### src/rtl/uart_rx_frontend.sv
// UART 8N1 receive front-end: 2-flop sync, mid-bit 3-sample majority, valid/ready byte output.
// Define UART_RX_PARITY_EN to expect an even-parity bit between the data bits and the stop bit.
module uart_rx_frontend #(
  parameter int CLKS_PER_BIT = 1250,
  parameter int IDLE_BITS    = 10
) (
  input  logic       clk,
  input  logic       nrst,
  input  logic       rx,
  input  logic       rx_ready,
  input  logic       ovr_clr,
  output logic [7:0] rx_data,
  output logic       rx_valid,
  output logic       frame_err,
  output logic       parity_err,
  output logic       overrun,
  output logic       busy,
  output logic       idle
);

  localparam int H        = CLKS_PER_BIT / 2;
  localparam int CW       = $clog2(CLKS_PER_BIT);
  localparam int IDLE_LIM = IDLE_BITS * CLKS_PER_BIT;
  localparam int IW       = $clog2(IDLE_LIM + 1);

  localparam logic [CW-1:0] C_LAST = CW'(CLKS_PER_BIT - 1);
  localparam logic [CW-1:0] C_S0   = CW'(H - 1);
  localparam logic [CW-1:0] C_S1   = CW'(H);
  localparam logic [CW-1:0] C_DEC  = CW'(H + 1);
  localparam logic [IW-1:0] I_LIM  = IW'(IDLE_LIM);

  localparam logic [2:0] ST_IDLE  = 3'd0;
  localparam logic [2:0] ST_START = 3'd1;
  localparam logic [2:0] ST_DATA  = 3'd2;
  localparam logic [2:0] ST_PAR   = 3'd3;
  localparam logic [2:0] ST_STOP  = 3'd4;
  localparam logic [2:0] ST_BRK   = 3'd5;

  function automatic logic maj3(input logic a, input logic b, input logic c);
    return (a & b) | (a & c) | (b & c);
  endfunction

  function automatic logic [IW-1:0] sat_inc(input logic [IW-1:0] v);
    return (v >= I_LIM) ? v : v + IW'(1);
  endfunction

  logic          sync_p0, sync_p1, rs;
  logic [2:0]    state;
  logic [CW-1:0] cnt;
  logic [3:0]    bidx;
  logic          samp_a, samp_b;
  logic [7:0]    shreg;
  logic [IW-1:0] icnt;
  logic          maj, decide, deliver, frame_bad, xfer;

  assign rs        = sync_p1;
  assign maj       = maj3(samp_a, samp_b, rs);
  assign decide    = (state != ST_IDLE) && (state != ST_BRK) && (cnt == C_DEC);
  assign deliver   = decide && (state == ST_STOP) && maj;
  assign frame_bad = decide && (state == ST_STOP) && !maj;
  assign xfer      = rx_valid && rx_ready;
  assign busy      = (state != ST_IDLE);
  assign idle      = (icnt >= I_LIM);

  // Input synchroniser (rx is asynchronous)
  always_ff @(posedge clk) begin
    if (!nrst) begin
      sync_p0 <= 1'b1;
      sync_p1 <= 1'b1;
    end else begin
      sync_p0 <= rx;
      sync_p1 <= sync_p0;
    end
  end

  // Frame FSM with bit-time counter
  always_ff @(posedge clk) begin
    if (!nrst) begin
      state <= ST_IDLE;
      cnt   <= '0;
      bidx  <= '0;
    end else begin
      case (state)
        ST_IDLE: begin
          cnt  <= '0;
          bidx <= '0;
          if (!rs) state <= ST_START;
        end
        ST_BRK: begin
          cnt  <= '0;
          bidx <= '0;
          if (rs) state <= ST_IDLE;
        end
        default: begin
          if (cnt == C_LAST) begin
            cnt  <= '0;
            bidx <= bidx + 4'd1;
          end else begin
            cnt <= cnt + CW'(1);
          end
          if (decide) begin
            case (state)
              ST_START: state <= maj ? ST_IDLE : ST_DATA;
              ST_DATA: begin
                if (bidx == 4'd8) begin
`ifdef UART_RX_PARITY_EN
                  state <= ST_PAR;
`else
                  state <= ST_STOP;
`endif
                end
              end
              ST_PAR:  state <= ST_STOP;
              ST_STOP: state <= maj ? ST_IDLE : ST_BRK;
              default: state <= ST_IDLE;
            endcase
          end
        end
      endcase
    end
  end

  // Sample capture and data shift register
`ifdef UART_RX_PARITY_EN
  logic par_bit;
`endif
  always_ff @(posedge clk) begin
    if (cnt == C_S0) samp_a <= rs;
    if (cnt == C_S1) samp_b <= rs;
    if (decide && state == ST_DATA) shreg <= {maj, shreg[7:1]};
`ifdef UART_RX_PARITY_EN
    if (decide && state == ST_PAR) par_bit <= maj;
`endif
  end

  // Output holding register and handshake
  always_ff @(posedge clk) begin
    if (!nrst) begin
      rx_data   <= '0;
      rx_valid  <= 1'b0;
      frame_err <= 1'b0;
      overrun   <= 1'b0;
    end else begin
      frame_err <= frame_bad;
      if (deliver && (!rx_valid || xfer)) begin
        rx_data  <= shreg;
        rx_valid <= 1'b1;
      end else if (xfer) begin
        rx_valid <= 1'b0;
      end
      // A drop in the same cycle as ovr_clr keeps the flag set
      if (deliver && rx_valid && !xfer) overrun <= 1'b1;
      else if (ovr_clr)                 overrun <= 1'b0;
    end
  end

`ifdef UART_RX_PARITY_EN
  always_ff @(posedge clk) begin
    if (!nrst) parity_err <= 1'b0;
    else       parity_err <= deliver && (par_bit != ^shreg);
  end
`else
  assign parity_err = 1'b0;
`endif

  // Line-idle counter, saturating
  always_ff @(posedge clk) begin
    if (!nrst)                        icnt <= '0;
    else if (state == ST_IDLE && rs) icnt <= sat_inc(icnt);
    else                             icnt <= '0;
  end

endmodule

### config.mk
export PLATFORM = sky130hd
export DESIGN_NAME = uart_rx_frontend
export DESIGN_NICKNAME = d
export VERILOG_FILES = /design/src/rtl/uart_rx_frontend.sv
export SDC_FILE = /design/constraint.sdc
export NUM_CORES = 1
export LEC_CHECK = 0
export CAP_MARGIN = 10
export CORE_MARGIN = 3
export CORE_UTILIZATION = 30
export DETAILED_ROUTE_END_ITERATION = 10
export MAX_ROUTING_LAYER = met4
export PLACE_DENSITY = 0.44
export RECOVER_POWER = 50
export SETUP_SLACK_MARGIN = 0.4
export SYNTH_ARGS = -nofsm -noshare
export SYNTH_HDL_FRONTEND = slang
export SYNTH_SLANG_ARGS = --single-unit
### constraint.sdc
create_clock -name clk -period 3.4 [get_ports clk]
set_input_delay 1.02 -clock clk [delete_from_list [all_inputs] [get_ports clk]]
set_output_delay 1.02 -clock clk [all_outputs]
set_load 0.005 [all_outputs]
==> results of run 1 <==
[stage by stage]
| stage | instances | setup WS (ns) | total power [mW] |
|---|---|---|---|
| 4_1_cts | 371 | 0.490 | 1.42 |
| 5_1_grt | 371 | 0.411 | 1.47 |
| 6_report | 371 | 0.525 | 1.39 |
| 3_3_place_gp | 363 | 0.883 | 0.882 |
| 2_1_floorplan | 252 | 1.10 | 0.847 |
| 3_5_place_dp | 363 | 0.857 | 0.881 |
[cells in the mapped netlist, types with 2 or more instances]
cell / count
mux2i_1: 11
nand4_1: 4
nor4_1: 2
and3_1: 3
o31ai_1: 2
edfxtp_1: 10
nor2_1: 21
buf_6: 2
buf_4: 3
a21oi_1: 16
ha_1: 8
o21ai_0: 12
clkbuf_1: 2
nand3_1: 11
xor2_1: 4
dfxtp_1: 45
nand3b_1: 2
and3_2: 2
and2_1: 5
nand2_1: 11
or3_1: 12
a31oi_1: 2
inv_1: 13
nor2b_1: 12
and4_1: 2
buf_2: 2
xnor2_1: 7
or4_1: 2
nor3_1: 3
and4bb_2: 2
nand2b_1: 4
[cells by family after synthesis]
| kind of cell | after synthesis | synth area share, % |
|---|---|---|
| AOI/OAI and AO/OA | 37 | 8.71 |
| DFF | 55 | 48.3 |
| muxes | 11 | 4.43 |
| adders and majority gates | 9 | 4.43 |
| xor gates and xnor gates | 11 | 3.88 |
| other | 1 | 0.151 |
| buffers and inverters | 23 | 5.09 |
| and+or+nand+nor | 105 | 25.0 |
[routing by layer]
layer | vias up | global-route usage, %
met5 | - | -
met4 | 0 | 2.92
met3 | 4 | 3.32
met2 | 20 | 14.2
met1 | 794 | 14.6
li1 | 908 | -
[path summary, 6_finish.rpt]
path | endpoint | slack, ns | depth (start not counted)
worst max-delay path | idle | 0.53 | 4
worst min-delay path | rs | 0.41 | 1
worst max register to register | state[0] | 1.00 | 5
worst min register to register | rs | 0.41 | 1
[power groups by stage]
| stage | Combinational (mW) | Clock (mW) | Sequential [mW] |
|---|---|---|---|
| finish | 0.150 | 0.530 | 0.708 |
| global route | 0.174 | 0.577 | 0.715 |
| CTS | 0.160 | 0.548 | 0.708 |
| detailed placement | 0.159 | 0 | 0.722 |
| global placement | 0.160 | 0 | 0.722 |
| floorplan | 0.139 | 0 | 0.708 |
[cell type report]
cell class	instances	area, um2	share of cell area [%]
inverter	13	48.8	1.72
multi-input combinational	174	1130	40.0
clock buffer	5	68.8	2.43
sequential	55	1200	42.4
tap	102	128	4.50
timing repair buffer	19	181	6.40
clock inverter	3	71.3	2.52
[what timing repair did]
item | in CTS | in global routing
setup endpoints to repair | 0 | 1
hold buffers | 0 | 0
resized for setup | 0 | 1
[sequential cells by signal, indices dropped and copies added, names as in the netlist]
register	count
icnt	14
overrun	1
cnt	11
rx_data	8
shreg	8
rs	1
samp_a	1
rx_valid	1
samp_b	1
frame_err	1
bidx	4
sync_p0	1
state	3
==> results.toml, run 1 <==
[setup_path]
crit_family = "buffers and inverters"
worstPathRequired_ns = 2.38
slowest_delay_ns = 0.51
end_kind = "output pin"
critPathBufInv = 1
crit_path_cell_trace = "nand2_1 > or3_1 > a21oi_2 > clkdlybuf4s50_1"
regToRegStartpoint = "cnt[6]"
crit_path_start = "icnt[7]"
critPathKind = "flop to output pin"
cp_slowest_cell = "clkdlybuf4s50_1"
crit_fanout = 5
crit_path_start_kind = "flop"
crit_arrival_ns = 1.85

[finish]
area_delta_synth_final_pct = 14.1
layout.cells.most_common = "dfxtp_1"
antennaDiodeCount = 0
final_cell_mix = "dfxtp_1, nor2_1, a21oi_1, clkdlybuf4s50_1, inv_1"
fillerInstances = 794
design_area_um2 = 2840
nets = 281
finish.utilization_pct = 35.9
layout-drive-gt1-share_pct = 6.32

[floorplanning]
die-height_um = 97.0
die_w_um = 97.0
rows = 32
fp.coreArea_um2 = 7890
io_pins = 19
start_util_pct = 31.5
dieArea_um2 = 9410

[synth]
synth_top_flop_cell = "dfxtp_1"
synth_area_leader_cell = "dfxtp_1"
ys_types = 46
yosysWarnings = 0
async_flop_share_pct = 0
synth_top_area_share_pct = 36.3
syn_inst = 252
synth_edf_count = 10
syn_avg_cell_area_um2 = 9.86
ys_ff_latch = 55
synth.area.top_cells = "dfxtp_1, edfxtp_1, mux2i_1, ha_1, a21oi_1"
seq_area_frac_synth_pct = 48.3
netlist_area_um2 = 2480
synth_nets = 265

[clocking]
root_buffer = "clkbuf_8"
insertion_delay_ns = 0.31
cts_tree = "built"
clk_pin_slew_worst_paths_ns = 0.11
cts_sinks = 55
cts_buffers = 5
cts-htree-levels = 2
max-clock-path-buffers = 2
post_cts_buffers = 0

[detailed_routing]
dr.pass1.iters = 4
routed.top_layer = "met4"
wl_met3_um = 133
via_count = 1726
drtIter0Drc = 67
wl_met1_um = 2390
via_per_inst = 4.65
wl_met2_um = 1890
ant_nets = 0
drc = 0
drt_wl_total_um = 4450
wl_per_cell_um = 12.0

[power]
sw_frac_of_total_pct = 24.7
ir_drop_mv = 0.237
comb_power_share_pct = 10.8
power_frac_seq_pct = 51.0
switchingPower_mw = 0.343
clkPwrFrac_pct = 38.2
p_int_mw = 1.05
power_per_cell_area_nw_per_um2 = 490
leakage_nw = 0.917

[min_path]
worstHoldPathType = "flop to flop"
min_from = "sync_p0"

[run_status]
status = "finished, final reports clean"

[sta]
clock_skew_ns = 0.0146
max_freq_mhz = 348
finalSetupViolations = 0
hold_slack_ns = 0.412
maxSlewViolCount = 0
slew_headroom_pct = 49.4
finalCritPeriodShare_pct = 84.6
final_hold_viol_count = 0
grt_setup_unrepaired = "false"
worst-slew-pin-transition_ns = 0.759
setup_tns_ns = 0
fin_crit_ns = 2.87

[placed_design]
numPortBuffers = 17
gp_congestion = 0.703
placedInstanceArea_um2 = 2720
hpwl_um = 3090

[job]
cap_violations = 0

[grt]
grt_pass1_wl_um = 7860
track_usage_pct = 10.4
grt_max_degree = 24
antenna_found_initial = 0
grt_pass1_vias = 1615
grt-ovfl-total = 0
(Power assumes the default switching activity.)
==> run 2, diff against run 1 <==
==> constraint.sdc (replaced) <==
create_clock -name clk -period 2.9 [get_ports clk]
set_input_delay 0.87 -clock clk [delete_from_list [all_inputs] [get_ports clk]]
set_output_delay 0.87 -clock clk [all_outputs]
set_load 0.005 [all_outputs]
==> run 2 against run 1 <==
Against the previous run: clock skew is 0.0032 ns lower; sequential power increased by 17%; via count about the same; flip-flop and latch count stayed put; utilization is 0.41 points lower.
==> results.toml, run 2 (synthesis gave the netlist of run 1 again) <==
[finish]
fin_cells = 373
nets = 283
largest_reg_flops = 14
largest_register = "icnt"
layout.cells.most_common = "dfxtp_1"
antennaDiodeCount = 0
area_delta_synth_final_pct = 12.8
layout-drive-gt1-share_pct = 8.49
reg.largest.list = "icnt (14), cnt (11)"
final_cell_mix = "dfxtp_1, nor2_1, a21oi_1, clkdlybuf4s50_1, inv_1"

[floorplanning]
start_util_pct = 31.5
rows = 32
die_w_um = 97.0
fp.coreArea_um2 = 7890
dieArea_um2 = 9410
die-height_um = 97.0
io_pins = 19

[grt]
track_usage_pct = 9.86
grt_pass1_vias = 1551
grt-ovfl-total = 0
grt_pass1_wl_um = 7520
grt_max_degree = 24
antenna_found_initial = 0

[setup_path]
crit_fanout = 19
cp_slowest_cell = "dlygate4sd3_1"
crit_path_start_kind = "input port"
critPathBufInv = 3
end_kind = "flop"
worstPathRequired_ns = 3.13
crit_path_cell_trace = "dlygate4sd3_1 > clkbuf_1 > nand4_1 > clkbuf_2 > a21oi_1"
slowest_delay_ns = 0.57
crit_family = "buffers and inverters"
critPathKind = "input port to flop"
crit_arrival_ns = 2.64

[placed_design]
placedCellCount = 364
hpwl_um = 3130
numPortBuffers = 17
gp_congestion = 0.667

[detailed_routing]
drt_wl_total_um = 4480
drtIter0Drc = 76
ant_nets = 0
via_count = 1727
drc = 0
dr.pass1.iters = 4
wl_per_cell_um = 12.0
via_per_inst = 4.63

[clocking]
max-clock-path-buffers = 2
cts_sinks = 55
clk_pin_slew_worst_paths_ns = 0.10
cts-htree-levels = 2
insertion_delay_ns = 0.30
cts_buffers = 5
root_buffer = "clkbuf_8"
hold_buffers = 0
cts_tree = "built"

[sta]
finalCritPeriodShare_pct = 83.1
setup_tns_ns = 0
slew_headroom_pct = 52.1
worst-slew-pin-transition_ns = 0.718
grt_setup_unrepaired = "false"
max_freq_mhz = 415
finalSetupViolations = 0
clock_skew_ns = 0.0114
fin_crit_ns = 2.41
final_hold_viol_count = 0
maxSlewViolCount = 0

[power]
power_per_cell_area_nw_per_um2 = 511
leakage_nw = 0.906
ir_drop_mv = 0.206

[run_status]
status = "finished, final reports clean"

[job]
cap_violations = 0

[min_path]
worstHoldPathType = "flop to flop"
[run 2: what timing repair did]
| item | in CTS | in global routing |
|---|---|---|
| setup endpoints to repair | 1 | 2 |
| resized for setup | 3 | 3 |
| setup buffers | 1 | 0 |
| pin swaps | 1 | 1 |
[run 2: metrics by stage]
stage	setup slack [ns]	util, %	instance area, um2	hold slack [ns]	power [mW]
4_1_cts	0.430	35.8	2820	0.421	1.47
3_5_place_dp	0.495	34.6	2730	0.398	1.04
3_3_place_gp	0.529	34.6	2730	0.391	1.04
6_report	0.490	35.5	2800	0.414	1.43
5_1_grt	0.220	35.5	2800	0.443	1.52
2_1_floorplan	0.750	-	2480	0.386	0.993
[run 2: report_power, final]
group          internal, mW  total (mW)  leakage (nW)  switching (mW)
Clock                 0.170       0.416        0.0428           0.246
Sequential            0.797       0.829         0.446          0.0318
Combinational        0.0813       0.186         0.417           0.105
Total                  1.05        1.43         0.906           0.383
[run 2: path summary, 6_finish.rpt]
kind / start / slack, ns / cells after the start / endpoint
min reg2reg: sync_p0 / 0.41 / 1 / rs
min: sync_p0 / 0.41 / 1 / rs
max reg2reg: cnt[6] / 0.74 / 5 / state[0]
max: nrst / 0.49 / 5 / icnt[6]
[run 2: final cells by class]
cell class | count | area (um2)
Fill cell | 820 | 5080
Tap cell | 102 | 128
Sequential cell | 55 | 1210
Clock inverter | 2 | 12.5
Multi-Input combinational cell | 174 | 1140
Clock buffer | 6 | 72.6
Timing Repair Buffer | 21 | 193
Inverter | 13 | 48.8
[run 2: layer usage]
layer  global-route usage (%)  vias to the layer above  share of wire (%)
met5                        -                        -                  0
met4                     3.56                        0                1.5
met3                     2.52                        6                3.2
met2                     14.2                       21                 42
met1                     13.3                      786                 53
li1                         -                      914                  -
